## src/rtl/cle_param.sv

```systemverilog
// Two-pass connected-component labeller. It makes raster forward and backward
// passes over a label SRAM until no label changes or MAX_PASS iterations have run.
module cle_param #(
  parameter int X_W      = 5,
  parameter int Y_W      = 5,
  parameter int LABEL_W  = 8,
  parameter int MAX_PASS = 15
) (
  input  logic                   clk,
  input  logic                   reset,
  input  logic                   start,
  input  logic                   conn8,
  output logic [X_W+Y_W-4:0]     rom_a,
  input  logic [7:0]             rom_q,
  output logic [X_W+Y_W-1:0]     sram_a,
  input  logic [LABEL_W-1:0]     sram_q,
  output logic [LABEL_W-1:0]     sram_d,
  output logic                   sram_wen,
  output logic                   busy,
  output logic                   finish,
  output logic [3:0]             pass_cnt,
  output logic                   overflow,
  output logic                   timeout
);
  localparam int AW = X_W + Y_W;
  localparam logic [LABEL_W-1:0] LMAX = '1;

  typedef enum logic [3:0] {
    IDLE, FWD_RD, FWD_LAB, FWD_WR, BWD_RD, BWD_LAB, BWD_WR, CHECK, DONE
  } state_t;

  state_t                      state_q;
  logic [AW-1:0]               pix_q;
  logic [2:0]                  rd_k_q;
  logic [4:0][LABEL_W-1:0]     rd_q;     // [0] = self, [4:1] = neighbour slots
  logic                        bit_q, conn8_q, first_q, chg_q;
  logic [LABEL_W:0]            nxt_q;    // MSB set means the label space is used up
  logic [AW-4:0]               rom_a_q;
  logic [AW-1:0]               sram_a_q;
  logic [LABEL_W-1:0]          sram_d_q;
  logic                        wen_q, busy_q, finish_q, ovf_q, to_q;
  logic [3:0]                  pass_q;

  assign rom_a    = rom_a_q;
  assign sram_a   = sram_a_q;
  assign sram_d   = sram_d_q;
  assign sram_wen = wen_q;
  assign busy     = busy_q;
  assign finish   = finish_q;
  assign pass_cnt = pass_q;
  assign overflow = ovf_q;
  assign timeout  = to_q;

  logic                fwd, first_fwd;
  logic [X_W-1:0]      px, xs;
  logic [Y_W-1:0]      py, ys, yo;
  logic [2:0]          bsel;
  logic                xe, yse, yoe;
  logic [4:0][AW-1:0]  slot_a;
  logic [4:1]          nv;
  logic [AW-1:0]       pix_inc, pix_dec;

  assign fwd       = (state_q == FWD_RD) || (state_q == FWD_LAB) || (state_q == FWD_WR);
  assign first_fwd = fwd && first_q;
  assign px        = pix_q[AW-1:Y_W];
  assign py        = pix_q[Y_W-1:0];
  assign bsel      = ~py[2:0];
  assign pix_inc   = pix_q + AW'(1);
  assign pix_dec   = pix_q - AW'(1);

  // Neighbour slots are mirrored between passes: s is -1 forward, +1 backward.
  // Slot 1 = (s,0), 2 = (0,s), 3 = (s,s), 4 = (s,-s); slots 3/4 only when 8-connected.
  always_comb begin
    xs  = fwd ? px - X_W'(1) : px + X_W'(1);
    ys  = fwd ? py - Y_W'(1) : py + Y_W'(1);
    yo  = fwd ? py + Y_W'(1) : py - Y_W'(1);
    xe  = fwd ? (px == '0) : (px == '1);
    yse = fwd ? (py == '0) : (py == '1);
    yoe = fwd ? (py == '1) : (py == '0);
    slot_a[0] = pix_q;
    slot_a[1] = {xs, py};
    slot_a[2] = {px, ys};
    slot_a[3] = {xs, ys};
    slot_a[4] = {xs, yo};
    nv[1] = !xe;
    nv[2] = !yse;
    nv[3] = !xe && !yse && conn8_q;
    nv[4] = !xe && !yoe && conn8_q;
  end

  logic [LABEL_W-1:0] nmax, lbl;
  logic               alloc, chg_set;

  always_comb begin
    nmax = '0;
    for (int k = 1; k < 5; k++)
      if (nv[k] && rd_q[k] > nmax) nmax = rd_q[k];
    lbl   = '0;
    alloc = 1'b0;
    if (first_fwd) begin
      if (bit_q) begin
        if (nmax != '0) lbl = nmax;
        else begin
          alloc = 1'b1;
          lbl   = nxt_q[LABEL_W] ? LMAX : nxt_q[LABEL_W-1:0];
        end
      end
    end else if (rd_q[0] != '0) begin
      lbl = (nmax > rd_q[0]) ? nmax : rd_q[0];
    end
    chg_set = !first_fwd && (lbl != rd_q[0]);
  end

  always_ff @(posedge clk or negedge reset) begin
    if (!reset) begin
      state_q  <= IDLE;
      pix_q    <= '0;
      rd_k_q   <= '0;
      rd_q     <= '0;
      bit_q    <= 1'b0;
      conn8_q  <= 1'b0;
      first_q  <= 1'b0;
      chg_q    <= 1'b0;
      nxt_q    <= '0;
      rom_a_q  <= '0;
      sram_a_q <= '0;
      sram_d_q <= '0;
      wen_q    <= 1'b1;
      busy_q   <= 1'b0;
      finish_q <= 1'b0;
      ovf_q    <= 1'b0;
      to_q     <= 1'b0;
      pass_q   <= '0;
    end else begin
      case (state_q)
        IDLE, DONE: if (start) begin
          pass_q   <= '0;
          ovf_q    <= 1'b0;
          to_q     <= 1'b0;
          finish_q <= 1'b0;
          busy_q   <= 1'b1;
          nxt_q    <= (LABEL_W+1)'(1);
          conn8_q  <= conn8;
          first_q  <= 1'b1;
          chg_q    <= 1'b0;
          pix_q    <= '0;
          sram_a_q <= '0;
          rom_a_q  <= '0;
          rd_k_q   <= 3'd1;
          state_q  <= FWD_RD;
        end
        // Reads are pipelined: address issued at step k returns at step k+2.
        FWD_RD, BWD_RD: begin
          if (rd_k_q < 3'd5) sram_a_q <= slot_a[rd_k_q];
          if (rd_k_q >= 3'd2) rd_q[rd_k_q - 3'd2] <= sram_q;
          if (rd_k_q == 3'd2) bit_q <= rom_q[bsel];
          if (rd_k_q == 3'd6) state_q <= fwd ? FWD_LAB : BWD_LAB;
          else rd_k_q <= rd_k_q + 3'd1;
        end
        FWD_LAB, BWD_LAB: begin
          sram_a_q <= pix_q;
          sram_d_q <= lbl;
          wen_q    <= 1'b0;
          if (chg_set) chg_q <= 1'b1;
          if (alloc) begin
            if (nxt_q[LABEL_W]) ovf_q <= 1'b1;
            else nxt_q <= nxt_q + (LABEL_W+1)'(1);
          end
          state_q <= fwd ? FWD_WR : BWD_WR;
        end
        FWD_WR, BWD_WR: begin
          wen_q  <= 1'b1;
          rd_k_q <= 3'd1;
          if (fwd) begin
            if (&pix_q) begin
              sram_a_q <= pix_q;
              state_q  <= BWD_RD;
            end else begin
              pix_q    <= pix_inc;
              sram_a_q <= pix_inc;
              rom_a_q  <= pix_inc[AW-1:3];
              state_q  <= FWD_RD;
            end
          end else begin
            if (pix_q == '0) state_q <= CHECK;
            else begin
              pix_q    <= pix_dec;
              sram_a_q <= pix_dec;
              rom_a_q  <= pix_dec[AW-1:3];
              state_q  <= BWD_RD;
            end
          end
        end
        CHECK: begin
          pass_q <= pass_q + 4'd1;
          if (!chg_q || (pass_q + 4'd1 == 4'(MAX_PASS))) begin
            to_q     <= chg_q;
            finish_q <= 1'b1;
            busy_q   <= 1'b0;
            state_q  <= DONE;
          end else begin
            first_q  <= 1'b0;
            chg_q    <= 1'b0;
            pix_q    <= '0;
            sram_a_q <= '0;
            rom_a_q  <= '0;
            rd_k_q   <= 3'd1;
            state_q  <= FWD_RD;
          end
        end
        default: state_q <= IDLE;
      endcase
    end
  end
endmodule

```

## config.mk

```make
export PLATFORM = sky130hd
export DESIGN_NAME = cle_param
export DESIGN_NICKNAME = d
export VERILOG_FILES = /design/src/rtl/cle_param.sv
export SDC_FILE = /design/constraint.sdc
export NUM_CORES = 1
export LEC_CHECK = 0
export ABC_AREA = 0
export CAP_MARGIN = 15
export CORE_MARGIN = 2
export CORE_UTILIZATION = 60
export CTS_CLUSTER_DIAMETER = 50
export DETAILED_ROUTE_END_ITERATION = 7
export PLACE_DENSITY = 0.93
export SLEW_MARGIN = 20
export SYNTH_ARGS = -nofsm -noshare
export SYNTH_HDL_FRONTEND = slang
export SYNTH_SLANG_ARGS = --single-unit
```

## constraint.sdc

```tcl
create_clock -name clk -period 9.69 [get_ports clk]
set_clock_uncertainty 0.1 [all_clocks]
set_input_delay 1.938 -clock clk [delete_from_list [all_inputs] [get_ports clk]]
set_output_delay 1.938 -clock clk [all_outputs]
set_load 0.01 [all_outputs]
```

---- Word level (Yosys, flattened, before mapping) ----
Index checks and enable logic that the tools add are counted.
storage, ports and cells
  register bits after elaboration ......... 104
  input port bits ......................... 20
  output and inout port bits .............. 34
  logic and storage cells ................. 198
cells by class
  add/sub/neg operators ................... 10
  magnitude comparators ................... 11
  equal/unequal tests ..................... 26
  muxes and demuxes ....................... 75
  bitwise logic cells ..................... 1
  reductions and logical operators ........ 52
operator list
  kind                                                 count
  2-to-1 mux 8 bit                                     11
  2-to-1 mux 10 bit                                    7
  case mux 10 bit (5 select lines)                     1
  bitwise mux 40 bit                                   1
  2-to-1 mux 7 bit                                     5
  > comparator 8 bit                                   4
  binary-select mux 10 bit (select 3 bit)              1
  case mux 10 bit (3 select lines)                     1
  2-to-1 mux 9 bit                                     3
  demux 8 bit (select 3 bit)                           1
  case mux 7 bit (3 select lines)                      1
  2-to-1 mux 4 bit                                     5
  != test 2 bit, second input constant                 10
  case mux 4 bit (5 select lines)                      1
  AND reduction 4 bit                                  5
  2-to-1 mux 3 bit                                     6
  case mux 9 bit (2 select lines)                      1
  equality test 4 x 3 -> 1 bit, second input constant  4
  2-to-1 mux 1 bit                                     16
  nonzero test 8 bit                                   2
  2-to-1 mux 5 bit                                     3
  < comparator 3 x 4 -> 1 bit, second input constant   3
  case mux 1 bit (2 select lines)                      6
  case mux 3 bit (4 select lines)                      1
  other kinds (40)                                     76

---- Depth between registers and ports, before layout ----
Gate-level depths: netlist of the first run.
  depth after elaboration ................. 24
  gate-level depth with buffers ........... 49

---- Least setup slack after synthesis of the first run ----
No wires, ideal clock.
  path kind ............................... flip-flop to flip-flop
  start ................................... reg pix_q[6]
  end ..................................... reg chg_q
  arrival ................................. 8282 ps
  required time ........................... 9445 ps
  path slack .............................. 1163 ps
  stages on the path, launching flop included .. 47
  path through ............................ dfrtp_1 > buf_2 > or3_1 > nor3_1 > a21boi_1 > buf_2 > nand2_1 > inv_1 > ha_1 > nor2b_1 > o211ai_1 > a21oi_1 > o221a_4 > clkbuf_1 > nand2_1 > o21ai_0 > inv_1 > ha_1 > [11 not listed] > a21oi_1 > o21ai_0 > nand4_1 > clkbuf_1 > o31a_1 > a22o_1 > ha_1 > a21o_1 > a21o_1 > a21oi_1 > a22o_1 > clkbuf_1 > inv_1 > nor2_1 > o22ai_1 > a22o_1 > nor4_1 > a41oi_1
between the ends
  word-level cells in the longest chain between the ends .. 22
RTL lines
  item                                                             RTL line    source
  from (decl)                                                      33          logic [AW-1:0] pix_q;
  from (signal assigned)                                           179         pix_q <= pix_inc;
  from (signal assigned)                                           187         pix_q <= pix_dec;
  equality test 5 bit / logical NOT 5 bit (equally long branches)  77          xe = fwd ? (px == '0) : (px == '1);
  2-to-1 mux 1 bit (*)                                             77
  logical NOT 1 bit (*)                                            85, 87, 88
  logical AND 1 bit                                                97          if (nv[k] && rd_q[k] > nmax) nmax = rd_q[k];
  2-to-1 mux 8 bit                                                 97
  > comparator 8 bit                                               97
  logical AND 1 bit                                                97
  2-to-1 mux 8 bit                                                 97
  [6 not listed]                                                   -
  > comparator 8 bit / nonzero test 8 bit (equally long branches)  109, 102
  2-to-1 mux 8 bit, on equally long branches                       109, 102
  2-to-1 mux 8 bit, on equally long branches                       108, 101
  2-to-1 mux 8 bit (*)                                             100         if (first_fwd) begin
  != test 8 bit (*)                                                111         chg_set = !first_fwd && (lbl != rd_q[0]);
  logical AND 1 bit (*)                                            111
  != test 2 bit (no line) (*)                                      -
  AND reduction 4 bit (no line) (*)                                -
  to (signal assigned)                                             123         chg_q <= 1'b0;
  to (signal assigned)                                             145         chg_q <= 1'b0;
  to (signal assigned)                                             164         if (chg_set) chg_q <= 1'b1;
  to (decl)                                                        36          logic bit_q, conn8_q, first_q, chg_q;
Mark *: on every way between the ends. The rest lies on a longest branch, timed or not.
A chain may end at the register's enable or synchronous reset.

---- Worst setup path after layout of the first run ----
  start ................................... reg state_q[3]
  end ..................................... reg chg_q
between the ends
  word-level cells in the longest chain between the ends .. 24
RTL lines
  item                                                                                 RTL line    source
  from (decl)                                                                          32          state_t state_q;
  from (signal assigned)                                                               157         if (rd_k_q == 3'd6) state_q <= fwd ? FWD_LAB : BWD_LAB;
  from (signal assigned)                                                               169         state_q <= fwd ? FWD_WR : BWD_WR;
  equality test 4 x 1 -> 1 bit / equality test 4 x 2 -> 1 bit (equally long branches)  63, 135
  logical OR 1 bit (2 in a row)                                                        63          assign fwd = (state_q == FWD_RD) || (state_q == FWD_LAB) || (state_q == FWD_WR);
  2-to-1 mux 1 bit                                                                     77
  logical NOT 1 bit                                                                    85, 87, 88
  logical AND 1 bit                                                                    97
  2-to-1 mux 8 bit                                                                     97
  > comparator 8 bit                                                                   97
  logical AND 1 bit                                                                    97
  [7 not listed]                                                                       -
  > comparator 8 bit / nonzero test 8 bit (equally long branches)                      109, 102
  2-to-1 mux 8 bit, on equally long branches                                           109, 102
  2-to-1 mux 8 bit, on equally long branches                                           108, 101
  2-to-1 mux 8 bit                                                                     100
  != test 8 bit                                                                        111
  logical AND 1 bit                                                                    111
  != test 2 bit (no line)                                                              -
  AND reduction 4 bit (no line)                                                        -
Parallel ways exist; a longest one is shown, timed or not.

==> results of run 1 <==
[state kept, by name (all words and copies together) (netlist names), 3 cells and up]
name and flops:
pass_cnt 4, rd_k_q 3, rd_q 40, rom_a 7, sram_a 10, state_q 4, nxt_q 9, sram_d 8
pix_q 10
[cell usage in the layout (no fill, tap or decap), types with 5 or more instances in the layout]
cell type,Yosys,final
clkbuf_16,0,9
nand3_1,21,21
nor3_1,18,18
dfrtp_1,103,103
a221oi_1,7,7
xnor2_1,18,18
inv_1,37,37
a31oi_1,14,14
or3_1,7,7
nand2_1,115,115
a22oi_1,5,5
mux2i_1,8,8
nand4_1,13,13
clkdlybuf4s50_1,0,52
o31ai_1,17,17
o22ai_1,11,11
a21oi_1,61,61
a22o_1,10,9
o21bai_1,6,6
or2_2,12,12
mux2_2,31,31
o21a_1,5,5
nor2_1,63,63
a41oi_1,5,5
o21ai_0,88,87
ha_1,43,43
a21o_1,12,12
buf_4,0,16
[layout make-up]
cell class / instances / area [um^2] / share of cell area
sequential: 104 / 2600 / 0.313
timing repair buffer: 68 / 641 / 0.0769
clock inverter: 4 / 76.3 / 0.00916
clock buffer: 12 / 256 / 0.0308
inverter: 39 / 146 / 0.0176
multi-input combinational: 679 / 4420 / 0.531
tap: 147 / 184 / 0.0221
[per-layer routing]
| layer | GRT usage | share of wire |
|---|---|---|
| met3 | 0.0566 | 0.088 |
| met4 | 0.141 | 0.036 |
| met5 | 0 | 0 |
| met1 | 0.438 | 0.41 |
| met2 | 0.505 | 0.46 |
[worst max path at each step]
stage / start / endpoint / slack, ps / cells past startpoint
after floorplan: pix_q[6] / chg_q / 1160 / 46
after global placement: state_q[3] / chg_q / 810 / 39
after detailed placement: state_q[3] / chg_q / 510 / 38
after CTS: state_q[3] / chg_q / 420 / 38
after global routing: state_q[3] / chg_q / -50 / 40
final: state_q[3] / chg_q / 430 / 39
[through the flow]
step | area [um^2] | setup slack, ps | cells | TNS, ps
floorplan | 7340 | 1160 | 868 | 0
global placement | 7950 | 809 | 1033 | 0
detailed placement | 7950 | 508 | 1033 | 0
CTS | 8290 | 423 | 1049 | 0
global route | 8330 | -48.7 | 1053 | -48.7
finish | 8330 | 433 | 1053 | 0
[cells by family (layout without fill, tap and decap cells)]
kind of cell | after synthesis | count (layout) | share of synthesized area
AND/OR/NAND/NOR | 287 | 287 | 0.184
AO/OA/AOI/OAI | 283 | 283 | 0.246
flip-flops | 104 | 104 | 0.355
XOR/XNOR | 21 | 21 | 0.0250
buffers and inverters | 85 | 123 | 0.0450
adder cells (fa/ha/maj) | 45 | 45 | 0.0775
multiplexers | 43 | 43 | 0.0685
[timing repair]
item / 4_1_cts / 5_1_grt
setup endpoints to repair: 0 / 4
resized for setup: 0 / 4
setup buffers: 0 / 4
[critical path: cells and delay by family (launching register included)]
family	cells	cell delay [ps]
buffers and inverters	3	590
adder cells (fa/ha/maj)	4	1190
AND/OR/NAND/NOR	12	2490
flip-flops	1	520
AO/OA/AOI/OAI	20	4200
==> impl_metrics.ini, run 1 <==
[synthesis]
synth_warnings = 0
synthCells = 868
synth.cells.most_frequent = 115 x nand2_1, 103 x dfrtp_1, 88 x o21ai_0
async_flop_share = 1.00
synth-seq-cells = 104
yosysMostFrequentCell = nand2_1
synth_area_leaders = dfrtp_1 35%, ha_1 7.3%, o21ai_0 6.0%
synthDominantAreaCellType = dfrtp_1
yosys.area.top_type_share = 0.351
synth-edff-count = 0
synth_cell_type_count = 77
syn_nets = 932
synthFlopType = dfrtp_1
syn_area_per_cell_um2 = 8.46
ys_seq_area_frac = 0.355
synth.cell_area_um2 = 7340

[timing]
relSlewSlack = 0.405
post-route-period-util = 0.955
fin_crit_ps = 9260
fin_hold_ws_ps = 380
finalSetupViolations = 0
fmax_mhz = 108
finalHoldViolCount = 0
worstMarginPinSlew_ps = 890
drv_slew = 0

[critical_path]
cp_slowest_cell = dfrtp_1
worst_ep_arrival_time_ps = 9380
cp_common_cell = ha_1
reg2reg_depth = 39
end_kind = flip-flop
required_ps = 9810
rrSetupSlack_ps = 430
r2r-end = chg_q
crit_path_max_fanout = 14
path_class = reg -> reg
r2r_start = state_q[3]
max_stage_delay_ps = 520
cp-start-kind = flip-flop

[routing]
ant_nets = 0
route.detailed.drc = 0
via_count = 7130
wire_per_inst_um = 19.7
drt_iter0_markers = 1203
dr.pass1.iters = 7
wl_um = 20700
vias_per_cell = 6.77

[clock_network]
cts_tree = built
cts_made_buffers = 9
cts.clk_slew.worst_paths_ps = 70
clockBufferDepth = 2
clk_latency_ps = 370
htreeDepth = 3
hold_buffers = 0
clockRootBuffer = clkbuf_16
cts.sinks = 104

[worst_hold_path]
min-delay-start = sram_d[1]
hold_depth = 2
min_delay_worst_endpoint = sram_d[1]
hold_class = reg -> reg

[placement]
port_buffers = 53
gp_congestion = 1.07
hpwl_um = 14500

[global_route]
grtUsageTotal = 0.322
grt_max_degree = 59
overflow = 0
antenna_found_initial = 0
grt_pass1_vias = 6724
grt_pass1_wl_um = 33800

[outcome]
status = complete, no violations

[finish]
antennaDiodeCount = 0
layout-drive-gt1-share = 0.107
nets = 965
area_growth_pct = 13.4
nFillCells = 917
post-route-util = 0.696

[die]
start_util = 0.614
coreArea_um2 = 12000
dieArea_um2 = 13100
row_count = 40
die_w_um = 115
io_pins = 54
die_h_um = 115

[flow_run]
maxCapViolCount = 0
Power of run 1 is not shown: default switching activity piles up to over one toggle a cycle in this logic, so the estimate is an artifact.
==> inputs of run 2 (changes only) <==
- REMOVE_ABC_BUFFERS: unset -> 1
- SLEW_MARGIN: 20 -> unset
==> impl_metrics.ini, run 2 (synthesized netlist as in run 1, its figures left out) <==
[clock_network]
cts_tree = built
htreeDepth = 3
clockBufferDepth = 2
hold_buffers = 0
clockRootBuffer = clkbuf_16
cts.sinks = 104
cts_made_buffers = 9
cts.clk_slew.worst_paths_ps = 70
clk_latency_ps = 360

[finish]
layout-drive-gt1-share = 0.107
top_register = rd_q
area_growth_pct = 13.4
antennaDiodeCount = 0
largest_reg_flops = 40
nets = 965
stdcell_count = 1053
mostFrequentLayoutCells = 115 x nand2_1, 103 x dfrtp_1, 86 x o21ai_0, 63 x nor2_1, 61 x a21oi_1
layout_commonest_cell = nand2_1

[timing]
finalHoldViolCount = 0
worstMarginPinSlew_ps = 911
post-route-period-util = 0.940
finalSetupViolations = 0
fmax_mhz = 110
drv_slew = 0
relSlewSlack = 0.392
fin_crit_ps = 9110
setup_tns_ps = 0

[die]
start_util = 0.614
coreArea_um2 = 12000
die_w_um = 115
row_count = 40
io_pins = 54
dieArea_um2 = 13100
die_h_um = 115

[global_route]
grt_pass1_vias = 6637
overflow = 0
grt_pass1_wl_um = 33500
grtUsageTotal = 0.324
antenna_found_initial = 0
grt_max_degree = 73

[critical_path]
end_kind = flip-flop
worst_ep_arrival_time_ps = 9240
crit_family = compound AO/OA/AOI/OAI gates
crit_path_max_fanout = 14
cp_slowest_cell = dfrtp_1
cp_common_cell = nand2_1
cp_num_buf_inv = 3
path_class = reg -> reg
cp-start-kind = flip-flop
required_ps = 9810
max_stage_delay_ps = 490

[worst_hold_path]
hold_class = reg -> reg

[routing]
wl_um = 20600
via_count = 7082
wire_per_inst_um = 19.5
ant_nets = 0
route.detailed.drc = 0
vias_per_cell = 6.73
drt_iter0_markers = 780
dr.pass1.iters = 6

[placement]
port_buffers = 53
hpwl_um = 14800
placed_cells = 1032
gp_congestion = 1.01

[flow_run]
maxCapViolCount = 0

[outcome]
status = complete, no violations
## run 2: changes by cell type in the layout (fill, tap and decap cells not counted)
cell,previous run,this run
o21ai_0,87,86
and4_1,2,3
o21ai_1,4,5
inv_6,0,2
clkinvlp_4,1,0
clkbuf_1,1,0
clkbuf_8,2,1
and4_2,1,0
inv_8,0,1
## run 2: timing repair
action | in CTS | in global routing
buffers inserted | 0 | 5
gates resized for setup | 0 | 4
endpoints found under the setup margin | 0 | 7
## run 2: final timing paths
| check | slack, ps | start | cells past startpoint | endpoint |
|---|---|---|---|---|
| worst max-delay path | 580 | pix_q[6] | 41 | chg_q |
| worst min register to register | 370 | sram_wen | 2 | sram_wen |
| min in group asynchronous | 1410 | reset | 1 | rd_q[12] |
| max in group asynchronous | 6810 | reset | 2 | rd_q[37] |
| worst min-delay path | 370 | sram_wen | 2 | sram_wen |
| worst max register to register | 580 | pix_q[6] | 41 | chg_q |
## run 2: layer usage
metal | wire, um | vias to the layer above | GRT usage
met1 | 8510 | 3399 | 0.432
met4 | 877 | 0 | 0.154
met2 | 9580 | 362 | 0.515
met5 | 0 | - | 0
li1 | - | 3245 | -
met3 | 1600 | 76 | 0.0540
## run 2: layout make-up
cell class,instances,area [um^2]
multi-input cells,679,4420
fillers,898,3630
flip-flops and latches,104,2600
repair buffers,68,641
clock buffers,10,239
well taps,147,184
inverters,39,146
clock inverters,6,97.6
## run 2: worst min-delay path, stage by stage, from the launching register on
cell     delay, ps
dfstp_2        370
nand2_1         50
nand2_1         50
## run 2: metrics by stage
step	utilization	area, um^2	hold WS [ps]	setup slack (ps)
floorplan	-	7160	365	1150
global placement	0.664	7950	350	887
global route	0.696	8330	380	-74.7
CTS	0.692	8280	367	331
detailed placement	0.664	7950	356	419
finish	0.696	8330	366	579
Power of run 2 is left out for the same reason.
